==> src/rtl/ah_router_pkg.sv <==
// Shared types and helpers for the client router: buffer state encoding,
// default widths and the one-hot select check.
package ah_router_pkg;

  localparam int unsigned N_CLIENTS_DEF = 8;
  localparam int unsigned DATA_W_DEF    = 32;
  localparam int unsigned SEL_MAX_W     = 64;

  typedef enum logic [1:0] {
    ST_EMPTY = 2'd0,
    ST_ONE   = 2'd1,
    ST_TWO   = 2'd2
  } buf_state_e;

  // Selects narrower than SEL_MAX_W are zero-extended by the caller.
  function automatic logic is_onehot(input logic [SEL_MAX_W-1:0] v);
    return (v != '0) && ((v & (v - 64'd1)) == '0);
  endfunction

endpackage

==> src/rtl/ah_router_skid.sv <==
// Two-entry skid buffer: the output register feeds the consumer, the skid
// register absorbs one extra packet so upstream ready is purely registered.
module ah_router_skid
  import ah_router_pkg::*;
#(
  parameter int unsigned W = 40
) (
  input  logic         clk,
  input  logic         rst_n,
  input  logic         push,
  input  logic [W-1:0] push_data,
  input  logic         pop,
  output logic [W-1:0] head_data,
  output logic         full,
  output logic         empty
);

  buf_state_e   state_q, state_d;
  logic [W-1:0] out_q, out_d;
  logic [W-1:0] skid_q, skid_d;

  always_ff @(posedge clk or negedge rst_n) begin
    if (!rst_n) begin
      state_q <= ST_EMPTY;
      out_q   <= '0;
      skid_q  <= '0;
    end else begin
      state_q <= state_d;
      out_q   <= out_d;
      skid_q  <= skid_d;
    end
  end

  always_comb begin
    state_d = state_q;
    out_d   = out_q;
    skid_d  = skid_q;
    unique case (state_q)
      ST_EMPTY: begin
        if (push) begin
          state_d = ST_ONE;
          out_d   = push_data;
        end
      end
      ST_ONE: begin
        if (push && pop) begin
          out_d = push_data;
        end else if (push) begin
          state_d = ST_TWO;
          skid_d  = push_data;
        end else if (pop) begin
          state_d = ST_EMPTY;
        end
      end
      ST_TWO: begin
        if (pop) begin
          state_d = ST_ONE;
          out_d   = skid_q;
        end
      end
      default: state_d = ST_EMPTY;
    endcase
  end

  always_comb begin
    full      = (state_q == ST_TWO);
    empty     = (state_q == ST_EMPTY);
    head_data = out_q;
  end

endmodule

==> src/rtl/ah_client_router.sv <==
// Client router: classifies decoded packets, drops and counts bad ones, and
// steers good ones through a skid buffer to one of N_CLIENTS ports.
module ah_client_router
  import ah_router_pkg::*;
#(
  parameter int unsigned N_CLIENTS = N_CLIENTS_DEF,
  parameter int unsigned DATA_W    = DATA_W_DEF,
  parameter int unsigned ERR_CNT_W = 16
) (
  input  logic                 clk,
  input  logic                 rst_n,
  input  logic                 in_valid,
  output logic                 in_ready,
  input  logic [N_CLIENTS-1:0] in_sel,
  input  logic                 in_dec_err,
  input  logic [DATA_W-1:0]    in_data,
  output logic [N_CLIENTS-1:0] out_valid,
  input  logic [N_CLIENTS-1:0] out_ready,
  output logic [DATA_W-1:0]    out_data,
  output logic                 err_pulse,
  output logic [N_CLIENTS-1:0] err_sel,
  output logic [ERR_CNT_W-1:0] err_cnt,
  input  logic                 err_clr
);

  logic [SEL_MAX_W-1:0]        sel_ext;
  logic                        good, accept, push, drop, pop;
  logic                        full, empty;
  logic [N_CLIENTS-1:0]        head_sel;
  logic [DATA_W-1:0]           head_data;

  logic                        err_pulse_q, err_pulse_d;
  logic [N_CLIENTS-1:0]        err_sel_q, err_sel_d;
  logic [ERR_CNT_W-1:0]        err_cnt_q, err_cnt_d;

  always_comb begin
    sel_ext                = '0;
    sel_ext[N_CLIENTS-1:0] = in_sel;
  end

  assign good   = ~in_dec_err & is_onehot(sel_ext);
  assign accept = in_valid & in_ready;
  assign push   = accept & good;
  assign drop   = accept & ~good;

  ah_router_skid #(
    .W(N_CLIENTS + DATA_W)
  ) u_skid (
    .clk       (clk),
    .rst_n     (rst_n),
    .push      (push),
    .push_data ({in_sel, in_data}),
    .pop       (pop),
    .head_data ({head_sel, head_data}),
    .full      (full),
    .empty     (empty)
  );

  assign in_ready  = ~full;
  assign out_valid = empty ? '0 : head_sel;
  assign out_data  = head_data;
  assign pop       = |(out_valid & out_ready);

  // A clear coinciding with a drop counts that drop, so the result is 1.
  always_comb begin
    err_pulse_d = drop;
    err_sel_d   = drop ? in_sel : err_sel_q;
    err_cnt_d   = err_cnt_q;
    if (err_clr) begin
      err_cnt_d = drop ? {{(ERR_CNT_W-1){1'b0}}, 1'b1} : '0;
    end else if (drop && (err_cnt_q != '1)) begin
      err_cnt_d = err_cnt_q + {{(ERR_CNT_W-1){1'b0}}, 1'b1};
    end
  end

  always_ff @(posedge clk or negedge rst_n) begin
    if (!rst_n) begin
      err_pulse_q <= 1'b0;
      err_sel_q   <= '0;
      err_cnt_q   <= '0;
    end else begin
      err_pulse_q <= err_pulse_d;
      err_sel_q   <= err_sel_d;
      err_cnt_q   <= err_cnt_d;
    end
  end

  assign err_pulse = err_pulse_q;
  assign err_sel   = err_sel_q;
  assign err_cnt   = err_cnt_q;

endmodule

==> config.mk <==
export PLATFORM = sky130hd
export DESIGN_NAME = ah_client_router
export DESIGN_NICKNAME = d
export VERILOG_FILES = /design/src/rtl/ah_router_pkg.sv /design/src/rtl/ah_router_skid.sv /design/src/rtl/ah_client_router.sv
export SDC_FILE = /design/constraint.sdc
export NUM_CORES = 1
export LEC_CHECK = 0
export BUFFER_PORTS_ARGS = -buffer_cell sky130_fd_sc_hd__buf_2
export CORE_ASPECT_RATIO = 0.9
export CORE_MARGIN = 1
export CORE_UTILIZATION = 45
export DETAILED_ROUTE_END_ITERATION = 10
export GPL_TIMING_DRIVEN = 0
export PLACE_DENSITY_LB_ADDON = 0.25
export REMOVE_ABC_BUFFERS = 1
export SLEW_MARGIN = 0
export SYNTH_ARGS = -nofsm -noshare
export SYNTH_HDL_FRONTEND = slang
export SYNTH_SLANG_ARGS = --single-unit
==> constraint.sdc <==
create_clock -name clk -period 3 [get_ports clk]
set_clock_uncertainty 0.1 [all_clocks]
set_input_delay 0.9 -clock clk [delete_from_list [all_inputs] [get_ports clk]]
set_output_delay 0.9 -clock clk [all_outputs]
set_load 0.05 [all_outputs]
==> flow_metrics.tcl <==
set metrics [dict create \
    synth_top_cell_by_area "dfrtp_1" \
    required_ps 3120 \
    hpwl_um 7750 \
    outcome "finished clean" \
    cts_buffers 9 \
    tightest_slew_ps 597 \
    die-width_um 114 \
    cp.arrival_ps 3050 \
    final_util_pct 58.3 \
    nNetsFinal 641 \
    r2r-end "err_cnt[8]$_DFFE_PN0P_" \
    synth_cell_types 42 \
    layout-drive-gt1-share_pct 27.7 \
    via_per_inst 5.22 \
    synth_ff_type "dfrtp_1" \
    layout_setup_ws_ps 62.7 \
    fmax_mhz 340 \
    vdd_ir_drop_max_mv 0.356 \
    crit_path_end_kind "register" \
    synth_compound_area_share_pct 5.52 \
    period_minus_slack_ps 2940 \
    nFillCells 962 \
    synthXorXnorAreaFrac_pct 0 \
    rows 36 \
    syn-mean-instance-area_um2 10.9 \
    power_density_nw_per_um2 428 \
    antenna_found_initial 0 \
    ys_async_sr_fraction_pct 100 \
    dpl-instance-area_um2 5880 \
    detail-route-antenna-nets 0 \
    slew_viol_final 0 \
    synthCells 464 \
    hold_viol 0 \
    antenna_cells 0 \
    root_buffer "clkbuf_16" \
    ys_ff_latch 107 \
    cts_tree "built" \
    wl_um 11700 \
    crit_path_start_kind "input pin" \
    critical_path_class "in2reg" \
    start_util_pct 46.5 \
    cts_buffer_depth 2 \
    design.portCount 119 \
    worst_skew_pair.late_latency_ps 340 \
    dr.pass1.iters 4 \
    die-area_um2 11700 \
    synth_top_area_share_pct 52.8 \
    synth_top_family_by_area "multiplexers" \
    grt_pass1_wl_um 19300 \
    min_delay_path_depth 1 \
    drc 0 \
    r2r_cells 10 \
    synth_edf_count 0 \
    syn_area_um2 5070 \
    vias 3885 \
    wire_per_inst_um 15.8 \
    maxCapViolCount 0 \
    yosys_warnings 0 \
    path_clk_slew_ps 70 \
    layout_commonest_cell "nand2_1" \
    setup_violations 0 \
    whs_endpoint "u_skid.head_data[3]$_DFFE_PN0P_" \
    grt_max_degree 67 \
    r2r_start "u_skid.state_q[1]$_DFFE_PN0P_" \
    die-height_um 103 \
    grt_use_total_pct 21.3 \
    cts.sinks 107 \
    fin_area_um2 6360 \
    yosysSeqAreaShare_pct 52.8 \
    rsz0062_at_grt "no" \
    grt_pass1_vias 3882 \
    synth.area.top_cells "dfrtp_1, mux2_1, nand2_1" \
    reg2reg_slack_ps 210 \
    core_area_um2 10900 \
    synth_fa_ha_area_share_pct 0.247 \
    min_from "u_skid.head_data[3]$_DFFE_PN0P_" \
    max_slew_margin_pct 60.0 \
    drt-initial-drc-count 153 \
    layout_common_cells "nand2_1, buf_2, dfrtp_1" \
    grt_overflow 0 \
    gp_congestion 0.776 \
    p_leak_uw 0.00356 \
    io_buffers 118 \
    synth-simple-area-share_pct 18.0 \
    synth.area.mux_share_pct 20.8 \
    htreeDepth 3 \
    finalCritPeriodShare_pct 97.9 \
    hold_path_class "reg2reg" \
    syn2layout_area_growth_pct 25.3 \
    path_max_fanout 9 \
    post-place-ws_ps -724 \
    fin_total_pwr_uw 2720 \
]
## critical path, stage by stage
cell,delay [ps]
buf_2,130
or4_4,600
nor4_4,290
a211oi_4,80
a21oi_4,230
buf_6,150
a31oi_4,110
buf_4,220
mux2_1,330
## area by class of cell
class | instances | area [um^2] | area share (%)
flip-flops and latches | 107 | 2680 | 42.1
multi-input cells | 328 | 2350 | 36.9
repair buffers | 133 | 815 | 12.8
clock buffers | 10 | 239 | 3.76
well taps | 152 | 190 | 2.99
clock inverters | 6 | 55.1 | 0.866
inverters | 8 | 35.0 | 0.551
## synthesized netlist by cell type, types with 2 or more instances
master    count
a21oi_1      10
a22oi_1       4
a31oi_1       3
and3_1        8
and4_1        3
buf_2        10
clkbuf_1     12
dfrtp_1     107
inv_1         5
inv_2         3
mux2_1       93
nand2_1     126
nand2b_1      4
nand3_1       7
nor2_1       15
nor2b_1      13
nor3b_1       2
nor4_1        2
o21ai_1       3
o31ai_1       5
or3_1         4
or4_1         5
## timing repair
action / 4_1_cts / 5_1_grt
gates resized for setup: 5 / 4
gates cloned: 2 / 0
setup endpoints to repair: 95 / 42
hold buffers: 0 / 0
setup buffers: 7 / 4
pin swaps: 6 / 6
## sequential cells by signal (all words and copies together) (netlist names)
name	cells
err_pulse	1
u_skid.skid_q	40
u_skid.state_q	2
err_cnt	16
err_sel	8
u_skid.head_data	40
## routing by layer
metal	share of wire, %	routed length (um)	GRT usage (%)
met1	45	5270	27.5
met3	5.4	632	5.11
met2	49	5720	36.4
met4	0.84	99	5.19
met5	0	0	0
## logic make-up (layout without fill, tap and decap cells)
kind of cell,after synthesis,count (layout)
buf+inv,31,157
simple gates,197,197
flops,107,107
fa+ha+maj,1,1
compound gates,34,36
mux,94,94
## metrics by stage
stage               setup TNS (ps)  hold slack [ps]  cells
floorplan                  -135380              364    441
global placement           -313130              369    711
detailed placement          -57550              376    715
CTS                              0              392    740
global route                     0              409    744
finish                           0              385    744
## where the power goes
part	total [uW]	leakage, uW	switching (uW)	internal, uW
Sequential	1440	0.00149	0.0000000000000394	1440
Combinational	102	0.00192	65.4	36.4
Clock	1180	0.000152	514	663
Total	2720	0.00356	579	2140
## how the worst max path moves through the flow
stage / start / endpoint / slack, ps / cells past startpoint
3_3_place_gp: in_sel[0] / u_skid.head_data[11]$_DFFE_PN0P_ / -3360 / 6
6_report: in_sel[1] / u_skid.head_data[29]$_DFFE_PN0P_ / 60 / 9
4_1_cts: in_sel[0] / u_skid.head_data[26]$_DFFE_PN0P_ / 2 / 9
5_1_grt: in_sel[1] / u_skid.head_data[23]$_DFFE_PN0P_ / 8 / 7
3_5_place_dp: in_sel[0] / u_skid.head_data[34]$_DFFE_PN0P_ / -720 / 7
2_1_floorplan: in_sel[0] / u_skid.head_data[0]$_DFFE_PN0P_ / -1880 / 5
(Power assumes the default switching activity.)
